--- config.mk ---
export PLATFORM = sky130hd
export DESIGN_NAME = atan2_quadrant
export DESIGN_NICKNAME = d
export VERILOG_FILES = /design/src/rtl/atan2_quadrant.sv
export SDC_FILE = /design/constraint.sdc
export NUM_CORES = 1
export LEC_CHECK = 0
export ABC_CLOCK_PERIOD_IN_PS = 4780
export CAP_MARGIN = 10
export CORE_MARGIN = 5
export CORE_UTILIZATION = 45
export CTS_CLUSTER_DIAMETER = 120
export DETAILED_ROUTE_END_ITERATION = 10
export GPL_TIMING_DRIVEN = 0
export PLACE_DENSITY = 0.76
export SLEW_MARGIN = 0
export SYNTH_ARGS = -nofsm -noshare
export SYNTH_HDL_FRONTEND = slang
export SYNTH_SLANG_ARGS = --single-unit
--- constraint.sdc ---
create_clock -name clk -period 4.78 [get_ports clk]
set_input_delay 0.956 -clock clk [delete_from_list [all_inputs] [get_ports clk]]
set_output_delay 0.956 -clock clk [all_outputs]
set_load 0.05 [all_outputs]
--- src/rtl/atan2_quadrant.sv ---
// Folds (x,y) into the first quadrant for an external CORDIC core and unfolds its phase to full circle.
// Latency: dout_valid one cycle after core_dout_valid (3 cycles after accept for the bypassed origin); din_ready drops only when the input FIFO is full.
module atan2_quadrant #(
  parameter int DIN_WIDTH  = 16,
  parameter int DOUT_WIDTH = 16,
  parameter int FIFO_DEPTH = 4
) (
  input  logic                        clk,
  input  logic                        rst,
  input  logic signed [DIN_WIDTH-1:0] din_x,
  input  logic signed [DIN_WIDTH-1:0] din_y,
  input  logic                        din_valid,
  output logic                        din_ready,
  output logic [DIN_WIDTH-1:0]        core_x,
  output logic [DIN_WIDTH-1:0]        core_y,
  output logic                        core_valid,
  input  logic                        core_ready,
  input  logic [DOUT_WIDTH-1:0]       core_dout,
  input  logic                        core_dout_valid,
  output logic [DOUT_WIDTH-1:0]       dout,
  output logic                        dout_valid
);

  localparam int AW = $clog2(FIFO_DEPTH);
  localparam logic [DOUT_WIDTH-1:0] HALF_TURN = {1'b1, {(DOUT_WIDTH-1){1'b0}}};
  localparam logic [DOUT_WIDTH-1:0] PHASE_MAX = {1'b0, {(DOUT_WIDTH-1){1'b1}}};

  typedef enum logic [1:0] {IDLE, ISSUE, WAIT, OUT} state_t;

  state_t                 state_q, state_d;
  logic [2*DIN_WIDTH-1:0] mem_q [FIFO_DEPTH];
  logic [2*DIN_WIDTH-1:0] mem_d [FIFO_DEPTH];
  logic [AW:0]            wr_ptr_q, wr_ptr_d, rd_ptr_q, rd_ptr_d;
  logic [DIN_WIDTH-1:0]   ax_q, ax_d, ay_q, ay_d;
  logic                   sx_q, sx_d, sy_q, sy_d, byp_q, byp_d;
  logic [DOUT_WIDTH-1:0]  dout_q, dout_d, phase;
  logic                   dout_valid_q, dout_valid_d;
  logic                   fifo_empty, fifo_full, push, pop;
  logic signed [DIN_WIDTH-1:0] head_x, head_y;

  function automatic logic [DIN_WIDTH-1:0] fold(input logic signed [DIN_WIDTH-1:0] v);
    logic signed [DIN_WIDTH-1:0] neg;
    neg = -v;
    // -2^(N-1) has no positive twin; clamp it to the largest magnitude
    if (v == {1'b1, {(DIN_WIDTH-1){1'b0}}}) return {1'b0, {(DIN_WIDTH-1){1'b1}}};
    else if (v[DIN_WIDTH-1])                return neg;
    else                                    return v;
  endfunction

  assign fifo_empty = (wr_ptr_q == rd_ptr_q);
  assign fifo_full  = (wr_ptr_q[AW] != rd_ptr_q[AW]) && (wr_ptr_q[AW-1:0] == rd_ptr_q[AW-1:0]);
  assign din_ready  = !fifo_full;
  assign push       = din_valid && !fifo_full;
  assign {head_x, head_y} = mem_q[rd_ptr_q[AW-1:0]];

  always_comb begin
    mem_d    = mem_q;
    wr_ptr_d = wr_ptr_q;
    rd_ptr_d = rd_ptr_q;
    if (push) begin
      mem_d[wr_ptr_q[AW-1:0]] = {din_x, din_y};
      wr_ptr_d = wr_ptr_q + (AW+1)'(1);
    end
    if (pop) rd_ptr_d = rd_ptr_q + (AW+1)'(1);
  end

  always_comb begin
    phase = core_dout;
    case ({sx_q, sy_q})
      2'b00:   phase = core_dout;
      2'b10:   phase = (core_dout == '0) ? PHASE_MAX : HALF_TURN - core_dout;
      2'b11:   phase = core_dout - HALF_TURN;
      default: phase = -core_dout;
    endcase
  end

  always_comb begin
    state_d      = state_q;
    ax_d         = ax_q;
    ay_d         = ay_q;
    sx_d         = sx_q;
    sy_d         = sy_q;
    byp_d        = byp_q;
    dout_d       = dout_q;
    dout_valid_d = 1'b0;
    core_valid   = 1'b0;
    pop          = 1'b0;
    case (state_q)
      IDLE: begin
        if (!fifo_empty) begin
          pop     = 1'b1;
          ax_d    = fold(head_x);
          ay_d    = fold(head_y);
          sx_d    = head_x[DIN_WIDTH-1];
          sy_d    = head_y[DIN_WIDTH-1];
          byp_d   = (head_x == '0) && (head_y == '0);
          state_d = byp_d ? OUT : ISSUE;
        end
      end
      ISSUE: begin
        if (core_ready) begin
          core_valid = 1'b1;
          state_d    = WAIT;
        end
      end
      WAIT: begin
        if (core_dout_valid) begin
          dout_d       = phase;
          dout_valid_d = 1'b1;
          state_d      = OUT;
        end
      end
      OUT: begin
        // core results were already emitted on the WAIT exit; only the origin emits here
        if (byp_q) begin
          dout_d       = '0;
          dout_valid_d = 1'b1;
        end
        state_d = IDLE;
      end
      default: state_d = IDLE;
    endcase
  end

  always_ff @(posedge clk) begin
    if (rst) begin
      state_q      <= IDLE;
      wr_ptr_q     <= '0;
      rd_ptr_q     <= '0;
      ax_q         <= '0;
      ay_q         <= '0;
      sx_q         <= 1'b0;
      sy_q         <= 1'b0;
      byp_q        <= 1'b0;
      dout_q       <= '0;
      dout_valid_q <= 1'b0;
      for (int i = 0; i < FIFO_DEPTH; i++) mem_q[i] <= '0;
    end else begin
      state_q      <= state_d;
      wr_ptr_q     <= wr_ptr_d;
      rd_ptr_q     <= rd_ptr_d;
      ax_q         <= ax_d;
      ay_q         <= ay_d;
      sx_q         <= sx_d;
      sy_q         <= sy_d;
      byp_q        <= byp_d;
      dout_q       <= dout_d;
      dout_valid_q <= dout_valid_d;
      mem_q        <= mem_d;
    end
  end

  assign core_x     = ax_q;
  assign core_y     = ay_q;
  assign dout       = dout_q;
  assign dout_valid = dout_valid_q;

endmodule

==> results of run 1 <==
==> registers in the layout, indices dropped and copies added, names as in the netlist, 2 cells and up <==
name,flops
core_x,16
rd_ptr_q,3
mem_q,128
core_y,16
dout,16
state_q,2
wr_ptr_q,3
==> area by class of cell <==
type / instances / share of cell area
timing repair buffer: 102 / 0.0931
buffer: 76 / 0.0321
clock buffer: 19 / 0.0404
sequential: 188 / 0.343
clock inverter: 13 / 0.0114
tap: 265 / 0.0302
multi-input combinational: 785 / 0.444
inverter: 17 / 0.00582
==> per-stage QoR <==
step | cell area (sq um) | std cells
after CTS | 11000 | 1465
after detailed placement | 10400 | 1433
after global routing | 11000 | 1465
final | 11000 | 1465
after floorplan | 9040 | 1066
after global placement | 10400 | 1433
==> layout by cell type, fill, tap and decap left out, types with 10 or more instances in the layout <==
| master | Yosys | layout |
|---|---|---|
| clkbuf_1 | 48 | 49 |
| clkdlybuf4s50_1 | 0 | 102 |
| mux4_2 | 19 | 19 |
| inv_1 | 17 | 17 |
| clkbuf_16 | 0 | 17 |
| mux4_1 | 12 | 12 |
| nor2_1 | 40 | 40 |
| o21ai_0 | 46 | 46 |
| nor3_1 | 10 | 10 |
| buf_2 | 20 | 20 |
| xnor2_1 | 12 | 12 |
| a21oi_1 | 182 | 182 |
| dfxtp_1 | 188 | 188 |
| xor2_1 | 19 | 19 |
| nand2_1 | 291 | 291 |
| ha_1 | 13 | 13 |
==> worst min-delay path, delay by kind of cell, from the launching register on <==
| kind | cells | cell delay, ns |
|---|---|---|
| DFF | 1 | 0.31 |
| AOI/OAI and AO/OA | 1 | 0.05 |
| and+or+nand+nor | 1 | 0.05 |
==> kinds of logic after synthesis <==
logic type,Yosys count,share of synthesized area
buffers and inverters,93,0.0459
muxes,48,0.102
xor gates and xnor gates,31,0.0300
AOI/OAI and AO/OA,293,0.191
adders and majority gates,13,0.0180
DFF,188,0.416
and+or+nand+nor,400,0.196
==> power breakdown <==
part	switching, mW	internal (mW)	total, mW
logic	1.41	0.757	2.17
clock network	0.679	0.705	1.38
registers	0.117	1.77	1.88
total	2.20	3.23	5.43
==> layer usage <==
layer / up-vias / track usage
met5: - / 0
met3: 43 / 0.0443
met2: 327 / 0.381
met4: 0 / 0.0867
li1: 3976 / -
met1: 3975 / 0.296
==> worst max path at each step <==
stage               slack [ns]  cells past startpoint                     start                    end
floorplan                 1.78                      8              core_dout[0]  dout[11]$_SDFFE_PP0P_
global placement          1.06                      9              core_dout[0]  dout[11]$_SDFFE_PP0P_
detailed placement        1.02                      9              core_dout[0]   dout[2]$_SDFFE_PP0P_
CTS                       1.01                      6  rd_ptr_q[0]$_SDFFE_PP0P_              din_ready
global route              0.94                      6  rd_ptr_q[0]$_SDFFE_PP0P_              din_ready
finish                    0.99                      6  rd_ptr_q[0]$_SDFFE_PP0P_              din_ready
==> results.sh, run 1 <==
export IMPL_drt_wl_total_um=26500
export IMPL_holdWs_ns=0.452
export IMPL_path_buf_inv=4
export IMPL_via_per_inst=5.68
export IMPL_p_leak_nw=3.75
export IMPL_cp_max_fo=10
export IMPL_seq_area_frac_synth=0.416
export IMPL_postCtsHoldBufs=0
export IMPL_slew_limit_headroom=0.534
export IMPL_rrSetupSlack_ns=1.68
export IMPL_cts_htree_levels=4
export IMPL_critPathKind="flop to output port"
export IMPL_critPathMaxStageDelay_ns=0.87
export IMPL_grt_max_degree=19
export IMPL_multi_input_area_sq_um=4860
export IMPL_cp_end_kind="output port"
export IMPL_reg2reg_depth=10
export IMPL_clock_skew_ns=0.0102
export IMPL_antenna_found_initial=0
export IMPL_clock_path_buffers=2
export IMPL_cts_made_buffers=17
export IMPL_start_kind="flop"
export IMPL_maxCapViolCount=0
export IMPL_synthCells=1066
export IMPL_finalPower_mw=5.43
export IMPL_drc_errors=0
export IMPL_critPathRequiredTime_ns=3.82
export IMPL_yosysWarnings=0
export IMPL_synth_edf_count=0
export IMPL_fin_setup_tns_ns=0
export IMPL_final_setup_viol_count=0
export IMPL_tightest_slew_ns=0.700
export IMPL_regToRegEndpoint="byp_q$_SDFFE_PP0P_"
export IMPL_regArea_sq_um=3760
export IMPL_cts_tree="built"
export IMPL_reg2reg_from="rd_ptr_q[0]$_SDFFE_PP0P_"
export IMPL_grt_ovfl_total=0
export IMPL_grt_pass1_vias=7952
export IMPL_firstDrtPassIters=6
export IMPL_first_iter_violations=680
export IMPL_cpMostUsedCell="buf_6"
export IMPL_postRouteAntennaNets=0
export IMPL_die_w_um=152
export IMPL_clk_pin_slew_ns=0.08
export IMPL_num_rows=51
export IMPL_wl_met3_um=2200
export IMPL_synth_area_leaders="dfxtp_1 42%, nand2_1 12%, a21oi_1 10%, mux4_2 4.7%, mux4_1 3.5%"
export IMPL_synth_flop_cell="dfxtp_1"
export IMPL_post_route_util=0.558
export IMPL_synthArstFlopShare=0
export IMPL_fin_crit_sh=0.793
export IMPL_syn_to_final_growth_pct=21.2
export IMPL_synth_top_area_share=0.416
export IMPL_outcome="complete, no violations"
export IMPL_grt_usage=0.229
export IMPL_pre_cts_ws_ns=1.02
export IMPL_rsz0062_at_grt="false"
export IMPL_cts_resized=0
export IMPL_die_area_sq_um=23000
export IMPL_worst_path_max_delay_cell="clkdlybuf4s50_1"
export IMPL_io_pins=104
export IMPL_drt_met1_wl_um=10900
export IMPL_syn_area_per_cell_sq_um=8.48
export IMPL_cp_arrival_ns=2.83
export IMPL_num_nets_final=1253
export IMPL_dieHeight_um=152
export IMPL_place_hpwl_um=18800
export IMPL_ys_ff_latch=188
export IMPL_fillCellCount=1848
export IMPL_core_area_sq_um=19700
export IMPL_cts_sinks=188
export IMPL_min_path_type="flop to flop"
export IMPL_max_freq_mhz=264
export IMPL_syn_area_sq_um=9040
export IMPL_hold_start="mem_q[68]$_SDFFE_PP0P_"
export IMPL_gp_congestion=0.936
export IMPL_vdd_drop_max_v=0.000319
export IMPL_port_buffers=102
export IMPL_path_cells="buf_6 -> buf_6 -> buf_4 -> xnor2_1 -> nand3_1 -> clkdlybuf4s50_1"
export IMPL_finalWorstSetupSlack_ns=0.991
export IMPL_wl_per_cell_um=18.1
export IMPL_cp_top_family="buffers and inverters"
export IMPL_hold_depth=2
export IMPL_dr_wl_met2_um=12800
export IMPL_finalHoldViolCount=0
export IMPL_n_antenna_cell=0
export IMPL_synth_cell_types=72
export IMPL_final_layout_size_suffix_gt1_frac=0.0908
export IMPL_yosysMostFrequentCell="nand2_1"
export IMPL_yosys_top_cells_count="291 x nand2_1, 188 x dfxtp_1, 182 x a21oi_1"
export IMPL_clock_latency_ns=0.45
export IMPL_synth_nets=1132
export IMPL_slew_violations=0
export IMPL_min_to="mem_q[68]$_SDFFE_PP0P_"
export IMPL_highest_layer="met4"
export IMPL_synth_largest_area_cell="dfxtp_1"
export IMPL_cts_setup_buffers=0
export IMPL_initial_core_util=0.460
export IMPL_cts_root_buf="clkbuf_16"
export IMPL_grt_first_pass_wirelength_um=41200
export IMPL_vias=8321
export IMPL_period_needed_ns=3.79
export IMPL_p_per_area_nw_per_um2=496
No activity file was read; power rests on OpenSTA's default activity.
==> inputs of run 2 (changes only) <==
--- a/config.mk
+++ b/config.mk
@@ -5,7 +5,7 @@
 export SDC_FILE = /design/constraint.sdc
 export NUM_CORES = 1
 export LEC_CHECK = 0
-export ABC_CLOCK_PERIOD_IN_PS = 4780
+export ABC_CLOCK_PERIOD_IN_PS = 3950
 export CAP_MARGIN = 10
 export CORE_MARGIN = 5
 export CORE_UTILIZATION = 45
==> constraint.sdc (replaced) <==
create_clock -name clk -period 3.95 [get_ports clk]
set_input_delay 0.79 -clock clk [delete_from_list [all_inputs] [get_ports clk]]
set_output_delay 0.79 -clock clk [all_outputs]
set_load 0.05 [all_outputs]
==> results of run 2 <==
Same layout as run 1 (identical final DEF). Status: complete, no violations.
Among the figures that moved: setup slack after placement 1.02 ns -> 0.361 ns; setup slack after layout 0.991 ns -> 0.327 ns; register-to-register setup slack 1.68 ns -> 0.85 ns; total power 5.43 mW -> 6.58 mW; worst IR drop on VDD 0.000319 V -> 0.000386 V
==> inputs of run 3 (changes only) <==
--- a/config.mk
+++ b/config.mk
@@ -5,11 +5,11 @@
 export SDC_FILE = /design/constraint.sdc
 export NUM_CORES = 1
 export LEC_CHECK = 0
-export ABC_CLOCK_PERIOD_IN_PS = 3950
+export ABC_CLOCK_PERIOD_IN_PS = 4000
 export CAP_MARGIN = 10
 export CORE_MARGIN = 5
 export CORE_UTILIZATION = 45
-export CTS_CLUSTER_DIAMETER = 120
+export CTS_CLUSTER_DIAMETER = 40
 export DETAILED_ROUTE_END_ITERATION = 10
 export GPL_TIMING_DRIVEN = 0
 export PLACE_DENSITY = 0.76
==> constraint.sdc (replaced) <==
create_clock -name clk -period 4 [get_ports clk]
set_input_delay 0.8 -clock clk [delete_from_list [all_inputs] [get_ports clk]]
set_output_delay 0.8 -clock clk [all_outputs]
set_load 0.05 [all_outputs]
==> results of run 3 <==
Same layout as run 1 (identical final DEF). Status: complete, no violations.
Among the figures that moved: setup slack after placement 1.02 ns -> 0.401 ns; setup slack after layout 0.991 ns -> 0.367 ns; register-to-register setup slack 1.68 ns -> 0.90 ns; total power 5.43 mW -> 6.49 mW; worst IR drop on VDD 0.000319 V -> 0.000381 V
